File: src/rtl/blind_pixel_encode_pkg.sv
// Shared definitions for the Avalon-ST Video packet encoder: state codes,
// packet type nibbles and the control-packet beat count helper.
package blind_pixel_encode_pkg;

    localparam logic [4:0] ST_IDLE      = 5'b00001;
    localparam logic [4:0] ST_CTRL_HDR  = 5'b00010;
    localparam logic [4:0] ST_CTRL_BODY = 5'b00100;
    localparam logic [4:0] ST_DATA_HDR  = 5'b01000;
    localparam logic [4:0] ST_DATA      = 5'b10000;

    localparam logic [3:0] CTRL_TYPE = 4'hF;
    localparam logic [3:0] DATA_TYPE = 4'h0;

    // Width(4) + height(4) + interlace(1) nibbles in one control packet.
    localparam int NIBBLES = 9;

    typedef struct packed {
        logic [15:0] width;
        logic [15:0] height;
        logic [3:0]  interlaced;
    } geom_t;

    function automatic int ctrl_beats(input int planes);
        return (NIBBLES + planes - 1) / planes;
    endfunction

endpackage

File: src/rtl/blind_pixel_encode_ctrl_pack.sv
// Combinational control-packet body packer: maps a body beat index and the
// frame geometry onto nibbles placed in the low bits of each colour plane.
module blind_pixel_ctrl_pack
    import blind_pixel_encode_pkg::*;
#(
    parameter int DATA_WIDTH   = 24,
    parameter int COLOR_BITS   = 8,
    parameter int COLOR_PLANES = 3
) (
    input  logic [3:0]            beat_cnt,
    input  geom_t                 geom,
    output logic [DATA_WIDTH-1:0] beat_data
);

    logic [3:0] nib [NIBBLES];

    assign nib[0] = geom.width[15:12];
    assign nib[1] = geom.width[11:8];
    assign nib[2] = geom.width[7:4];
    assign nib[3] = geom.width[3:0];
    assign nib[4] = geom.height[15:12];
    assign nib[5] = geom.height[11:8];
    assign nib[6] = geom.height[7:4];
    assign nib[7] = geom.height[3:0];
    assign nib[8] = geom.interlaced;

    // Nibble k of the sequence lands in plane (k % planes) of beat (k / planes).
    always_comb begin
        int idx;
        idx       = 0;
        beat_data = '0;
        for (int p = 0; p < COLOR_PLANES; p++) begin
            idx = int'(beat_cnt) * COLOR_PLANES + p;
            if (idx < NIBBLES) begin
                beat_data[p*COLOR_BITS +: 4] = nib[idx[3:0]];
            end
        end
    end

endmodule

File: src/rtl/blind_pixel_encode.sv
// Avalon-ST Video encoder: wraps each raw framed pixel stream in a control
// packet (geometry) followed by a data packet header and pass-through pixels.
module blind_pixel_encode
    import blind_pixel_encode_pkg::*;
#(
    parameter int DATA_WIDTH   = 24,
    parameter int COLOR_BITS   = 8,
    parameter int COLOR_PLANES = 3
) (
    input  logic                  clk,
    input  logic                  rst,
    input  logic [DATA_WIDTH-1:0] din_data,
    input  logic                  din_valid,
    input  logic                  din_startofpacket,
    input  logic                  din_endofpacket,
    output logic                  din_ready,
    input  logic [15:0]           im_width,
    input  logic [15:0]           im_height,
    input  logic [3:0]            im_interlaced,
    output logic [DATA_WIDTH-1:0] dout_data,
    output logic                  dout_valid,
    output logic                  dout_startofpacket,
    output logic                  dout_endofpacket,
    input  logic                  dout_ready,
    output logic                  busy,
    output logic [4:0]            state_dbg
);

    localparam logic [3:0] LAST_BEAT = 4'(ctrl_beats(COLOR_PLANES) - 1);

    // Handshake: a beat moves on either port only on a cycle where valid and
    // ready are both high; a held beat stays unchanged until that happens.
    logic [4:0]            state;
    logic [3:0]            beat_cnt;
    geom_t                 geom;
    logic [DATA_WIDTH-1:0] body_data;

    blind_pixel_ctrl_pack #(
        .DATA_WIDTH  (DATA_WIDTH),
        .COLOR_BITS  (COLOR_BITS),
        .COLOR_PLANES(COLOR_PLANES)
    ) u_ctrl_pack (
        .beat_cnt (beat_cnt),
        .geom     (geom),
        .beat_data(body_data)
    );

    always_ff @(posedge clk) begin
        if (rst) begin
            state    <= ST_IDLE;
            beat_cnt <= '0;
            geom     <= '0;
        end else begin
            case (state)
                ST_IDLE: begin
                    // The SOP pixel is left waiting on din until DATA.
                    if (din_valid && din_startofpacket) begin
                        geom  <= {im_width, im_height, im_interlaced};
                        state <= ST_CTRL_HDR;
                    end
                end
                ST_CTRL_HDR: begin
                    if (dout_ready) begin
                        state    <= ST_CTRL_BODY;
                        beat_cnt <= '0;
                    end
                end
                ST_CTRL_BODY: begin
                    if (dout_ready) begin
                        if (beat_cnt == LAST_BEAT) begin
                            state    <= ST_DATA_HDR;
                            beat_cnt <= '0;
                        end else begin
                            beat_cnt <= beat_cnt + 4'd1;
                        end
                    end
                end
                ST_DATA_HDR: begin
                    if (dout_ready) state <= ST_DATA;
                end
                ST_DATA: begin
                    if (din_valid && dout_ready && din_endofpacket) state <= ST_IDLE;
                end
                default: state <= ST_IDLE;
            endcase
        end
    end

    always_comb begin
        dout_data          = din_data;
        dout_valid         = 1'b0;
        dout_startofpacket = 1'b0;
        dout_endofpacket   = 1'b0;
        din_ready          = 1'b0;
        case (state)
            ST_IDLE: begin
                din_ready = !din_startofpacket;
            end
            ST_CTRL_HDR: begin
                dout_data          = DATA_WIDTH'(CTRL_TYPE);
                dout_valid         = 1'b1;
                dout_startofpacket = 1'b1;
            end
            ST_CTRL_BODY: begin
                dout_data        = body_data;
                dout_valid       = 1'b1;
                dout_endofpacket = (beat_cnt == LAST_BEAT);
            end
            ST_DATA_HDR: begin
                dout_data          = DATA_WIDTH'(DATA_TYPE);
                dout_valid         = 1'b1;
                dout_startofpacket = 1'b1;
            end
            ST_DATA: begin
                dout_valid       = din_valid;
                din_ready        = dout_ready;
                dout_endofpacket = din_endofpacket;
            end
            default: ;
        endcase
    end

    assign busy      = (state != ST_IDLE);
    assign state_dbg = state;

endmodule

File: config.mk
export PLATFORM = sky130hd
export DESIGN_NAME = blind_pixel_encode
export DESIGN_NICKNAME = d
export VERILOG_FILES = /design/src/rtl/blind_pixel_encode_pkg.sv /design/src/rtl/blind_pixel_encode_ctrl_pack.sv /design/src/rtl/blind_pixel_encode.sv
export SDC_FILE = /design/constraint.sdc
export NUM_CORES = 1
export LEC_CHECK = 0
export ABC_AREA = 0
export BUFFER_PORTS_ARGS = -buffer_cell sky130_fd_sc_hd__clkbuf_2
export CAP_MARGIN = 5
export CORE_MARGIN = 3
export CORE_UTILIZATION = 52
export CTS_CLUSTER_DIAMETER = 30
export DETAILED_ROUTE_END_ITERATION = 10
export HOLD_SLACK_MARGIN = 0.12
export PLACE_DENSITY = 0.81
export RECOVER_POWER = 50
export SKIP_CTS_REPAIR_TIMING = 1
export SLEW_MARGIN = 20
export SYNTH_ARGS = -nofsm -noshare
export SYNTH_HDL_FRONTEND = slang
export SYNTH_SLANG_ARGS = --single-unit
File: constraint.sdc
create_clock -name clk -period 3.1 [get_ports clk]
set_input_delay 0.155 -clock clk [delete_from_list [all_inputs] [get_ports clk]]
set_output_delay 0.155 -clock clk [all_outputs]
set_load 0.005 [all_outputs]
# [Word level (Yosys, flattened, before mapping)]
# Index checks and enable logic that the tools add are counted.
[totals] input_bits=66 out_inout_bits=34 register_bits=45
[op_classes] n_eq_ne=13 multipliers=1 add_sub_neg=3 magnitude_cmp=6 n_bitwise=3 n_mux=28 n_reduce_logical=10
[op_table] operator="24-bit one-hot mux with 3 select lines" count=1
[op_table] operator="32-bit by 5-bit < comparator with 1-bit output (second input constant)" count=2
[op_table] operator="4-bit binary-select mux with 4-bit select" count=3
[op_table] operator="4-bit 2-to-1 mux" count=12
[op_table] operator="32-bit by 2-bit adder with 32-bit output (second input constant)" count=1
[op_table] operator="32-bit by 3-bit adder with 32-bit output (second input constant)" count=1
[op_table] operator="5-bit 2-to-1 mux" count=6
[op_table] operator="5-bit one-hot mux with 5 select lines" count=1
[op_table] operator="5-bit >= comparator (second input constant)" count=3
[op_table] operator="4-bit inverter with 5-bit output" count=3
[op_table] operator="2-bit inequality test (second input constant)" count=6
[op_table] operator="4-bit one-hot mux with 2 select lines" count=1
[op_table] operator="6-bit by 4-bit < comparator with 1-bit output (second input constant)" count=1
[op_table] operator="4-bit by 2-bit multiplier with 6-bit output (second input constant)" count=1
[op_table] operator="1-bit one-hot mux with 2 select lines" count=3
[op_table] operator="6-bit AND reduction" count=1
[op_table] operator="5-bit by 1-bit == test with 1-bit output (second input constant)" count=1
[op_table] operator="5-bit by 2-bit == test with 1-bit output (second input constant)" count=1
[op_table] operator="5-bit by 3-bit == test with 1-bit output (second input constant)" count=1
[op_table] operator="5-bit by 4-bit == test with 1-bit output (second input constant)" count=1
[op_table] operator="5-bit == test (second input constant)" count=1
[op_table] operator="5-bit by 1-bit inequality test with 1-bit output (second input constant)" count=1
[op_table] operator="4-bit by 1-bit adder with 4-bit output (second input constant)" count=1
[op_table] operator="4-bit by 2-bit == test with 1-bit output (second input constant)" count=1
[op_table] operator="8 further kinds" count=10

# [Logic depth before layout (Yosys ltp)]
[depth] word_depth=8 mapped_depth=11

# [Modules after synthesis]
# Synthesis repeated with hierarchy kept, for this count alone.
[unflattened] hier_cells=425 hier_area_um2=3463.3
[modules_own_cells] mod="blind_pixel_encode" instances=1 area_per_inst_um2=2073.2 cells_per_inst=259
[modules_own_cells] mod="blind_pixel_ctrl_pack" instances=1 area_per_inst_um2=1390.1 cells_per_inst=166

# [Worst setup path before layout]
# No wires, ideal clock.
[synth_path] path_kind="register to output" startpoint="reg beat_cnt[0]" endpoint="out dout_data[11]" n_path_buf=4 stages_incl_launch_ff=11 slack_ps=272 arrival_time_ps=2673 path_cell_list="dfxtp_1 clkbuf_1 buf_2 inv_1 ha_1 clkbuf_1 buf_2 mux4_2 nand2_1 nand3_1 a32o_1"
[synth_via] elab_chain_len=8 elab_cells_between_ends=9 cone_classes="add/sub: 1; mul: 1; order compare: 1; mux: 5; bitwise: 1"
[synth_lines] element="start: declaration" line="blind_pixel_encode.sv:34" rtl="logic [3:0] beat_cnt;"
[synth_lines] element="start signal: assignment" line="blind_pixel_encode.sv:74" rtl="beat_cnt <= beat_cnt + 4'd1;"
[synth_lines] element="4-bit by 2-bit multiplier with 6-bit output *" line="blind_pixel_encode_ctrl_pack.sv:33" rtl="idx = int'(beat_cnt) * COLOR_PLANES + p;"
[synth_lines] element="32-bit by 2-bit adder with 32-bit output *" line="blind_pixel_encode_ctrl_pack.sv:33"
[synth_lines] element="parallel branches: the longest is 4 deep, another holds 32-bit by 5-bit < comparator with 1-bit output"
[synth_lines] element="4-bit 2-to-1 mux *" line="blind_pixel_encode_ctrl_pack.sv:34" rtl="if (idx < NIBBLES) begin"
[synth_lines] element="24-bit one-hot mux with 3 select lines *" line="blind_pixel_encode.sv:95" rtl="case (state)"
[synth_lines] element="end: declaration" line="blind_pixel_encode.sv:20" rtl="output logic [DATA_WIDTH-1:0] dout_data,"
# Every way passes the cells marked *. The select of a mux whose other input is x is not followed.

# [Worst setup path after layout]
[layout_path] startpoint="reg beat_cnt[1]" endpoint="out dout_data[8]"
# Same word-level chain as after synthesis.

==> flow_metrics.env <==
export IMPL_status="finished with violations"
export IMPL_violations="negative setup slack"
export IMPL_rr_worst_depth=5
export IMPL_clk_latency_ns=0.30
export IMPL_fin_skew_ns=0.006827
export IMPL_synth_cell_types=47
export IMPL_cts_num_sinks=45
export IMPL_syn_inst=404
export IMPL_drc=0
export IMPL_drive_gt1_frac=0.3145
export IMPL_hpwl_microns=6944
export IMPL_period_needed_ns=3.148
export IMPL_whs_path_depth=3
export IMPL_dieHeight_microns=85.66
export IMPL_antenna_cells=0
export IMPL_areaGrowthSynthToFinish_pct=35.76
export IMPL_clock_path_buffers=2
export IMPL_syn_area_sq_um=3299
export IMPL_hold_end="geom[4]"
export IMPL_fmax_mhz=317.7
export IMPL_grt_use_total=0.2473
export IMPL_antenna_found_initial=0
export IMPL_hold_class="in2reg"
export IMPL_yosysTopAreaCell="dfxtp_1"
export IMPL_syn_avg_cell_area_sq_um=8.167
export IMPL_min_from="im_height[0]"
export IMPL_worstSetupPathType="reg2out"
export IMPL_p_per_area_nw_per_um2=401.4
export IMPL_ant_nets=0
export IMPL_cpPeakStageDelay_ns=0.65
export IMPL_worst_path_max_delay_cell="fa_2"
export IMPL_portBuffers=99
export IMPL_cts_root_buf="clkbuf_8"
export IMPL_startpoint_type="flop"
export IMPL_worst_ep_arrival_time_ns=2.99
export IMPL_yosysWarnings=0
export IMPL_io_pins=100
export IMPL_synthesis_nets=482
export IMPL_start_util=0.5475
export IMPL_worst_pin_slew_ns=1.060
export IMPL_setup_slack_ns=-0.04800
export IMPL_grt_pass1_vias=3065
export IMPL_final_common_cell="clkbuf_2"
export IMPL_ir_drop_mv=0.3782
export IMPL_cts_tree="yes"
export IMPL_worst_path_max_fanout=6
export IMPL_cts_made_buffers=5
export IMPL_synth_area_leaders="dfxtp_1, nand2_1, mux4_2, a21oi_1, mux2i_1"
export IMPL_viasPerCell=5.914
export IMPL_async_flop_share=0
export IMPL_rsz0062_at_grt="true"
export IMPL_post_route_util=0.7434
export IMPL_dieArea_sq_um=7337
export IMPL_synth_seq_cells=45
export IMPL_crit_chain="ha_4 > inv_2 > fa_2 > buf_12 > xor2_4 > buf_6 > mux4_2 > nor2_2 > o2bb2ai_1 > a32o_1 > clkbuf_2"
export IMPL_placementRows=28
export IMPL_drt_total_wl_microns=10350
export IMPL_whs_ns=0.1028
export IMPL_clk_pin_slew_ns=0.09
export IMPL_ys_seq_area_frac=0.2730
export IMPL_power_leakage_uw=0.001820
export IMPL_coreArea_sq_um=6026
export IMPL_drtPass1Iterations=5
export IMPL_ys_flop_type="dfxtp_1"
export IMPL_finalHoldViolCount=0
export IMPL_die_x_microns=85.66
export IMPL_cp_end_kind="primary output"
export IMPL_via_count=3584
export IMPL_gp_congestion=0.9432
export IMPL_synth_edf_count=0
export IMPL_final_cell_mix="clkbuf_2, nand2_1, a21oi_1, dfxtp_1, dlygate4sd3_1"
export IMPL_nets=608
export IMPL_dp_cells=561
export IMPL_reg2reg_to="state_dbg[4]"
export IMPL_cap_violations=0
export IMPL_place_ws_ns=0.02753
export IMPL_drt_iter0_markers=302
export IMPL_timing_final_crit_share=1.015
export IMPL_nFillCells=431
export IMPL_synth_top_area_frac=0.2730
export IMPL_setup_viol=1
export IMPL_overflow=0
export IMPL_drv_slew=0
export IMPL_totalPowerFinal_uw=1798
export IMPL_layout_cells_non_filler=606
export IMPL_wire_per_inst_microns=17.08
export IMPL_grt_pass1_wl_microns=14800
export IMPL_worst_ep_required_time_ns=2.94
export IMPL_worstReg2RegStart="state_dbg[2]"
export IMPL_grt_max_degree=44
export IMPL_slew_headroom=0.2836
export IMPL_htree_levels=2
export IMPL_reg2reg_slack_ns=1.03
-- critical path: cells and delay by family (launching register included) --
| family | cells | cell delay, ns |
|---|---|---|
| xor gates and xnor gates | 1 | 0.26 |
| AOI/OAI and AO/OA | 2 | 0.36 |
| DFF | 1 | 0.39 |
| buffers and inverters | 4 | 0.46 |
| muxes | 1 | 0.29 |
| and+or+nand+nor | 1 | 0.11 |
| adders and majority gates | 2 | 0.81 |
-- how the worst max path moves through the flow --
stage | to | depth (start not counted) | start
global placement | dout_data[8] | 11 | beat_cnt[1]
CTS | dout_data[8] | 11 | beat_cnt[1]
detailed placement | dout_data[8] | 11 | beat_cnt[1]
finish | dout_data[8] | 11 | beat_cnt[1]
global route | dout_data[17] | 11 | beat_cnt[1]
floorplan | dout_data[11] | 10 | beat_cnt[0]
-- state kept, by name, summed over array words and instances, names as in the netlist --
register,cells
beat_cnt,4
geom,36
state_dbg,5
-- through the flow --
stage / instance area, sq um / TNS, ns
after floorplan: 3299 / 0
after global placement: 3846 / 0
after detailed placement: 3846 / 0
after CTS: 3959 / -2.210
after global routing: 4479 / -1.076
final: 4479 / -0.04800
-- cell usage after synthesis (2+ instances only) --
library cell	count
nor2_1	13
xor2_1	3
and3b_1	2
and2_1	18
nor4_1	2
buf_2	10
a21oi_1	49
a221o_1	5
ha_1	11
mux4_2	16
a31oi_1	2
nand3_1	11
nand4b_1	2
a2111oi_0	2
nand2_1	97
clkbuf_1	14
nand2b_1	3
a21o_1	4
buf_6	2
xnor2_1	4
a32o_1	6
dfxtp_1	45
a22o_1	4
nor3_1	5
mux2i_1	23
o21ai_0	15
inv_1	13
o2bb2ai_1	3
a22oi_1	2
-- where the power goes --
part	total (uW)	internal, uW	switching (uW)
Sequential	730	646	84.6
Combinational	619	297	322
Clock	449	242	207
Total	1800	1180	614
-- layer usage --
layer	vias up	global-route usage	share of wire
met1	1679	0.3568	0.41
met4	0	0.06331	0.022
met2	191	0.3898	0.50
met5	-	0	0
li1	1694	-	-
met3	20	0.03650	0.072
-- area by class of cell --
type / instances / area, sq um / area share
Inverter: 14 / 52.55 / 0.01173
Timing Repair Buffer: 145 / 967.2 / 0.2159
Clock buffer: 5 / 68.82 / 0.01536
Multi-Input combinational cell: 319 / 2347 / 0.5240
Tap cell: 75 / 93.84 / 0.02095
Sequential cell: 45 / 905.9 / 0.2022
Clock inverter: 3 / 43.79 / 0.009777
-- kinds of logic after synthesis --
logic type               after synthesis  synth area share
buffers and inverters                 40           0.05385
AO/OA/AOI/OAI                         98            0.1919
adder cells (fa/ha/maj)               12           0.04778
AND/OR/NAND/NOR                      161            0.2241
flip-flops                            45            0.2730
multiplexers                          39            0.1790
XOR/XNOR                               9           0.03034
(Power assumes the default switching activity.)
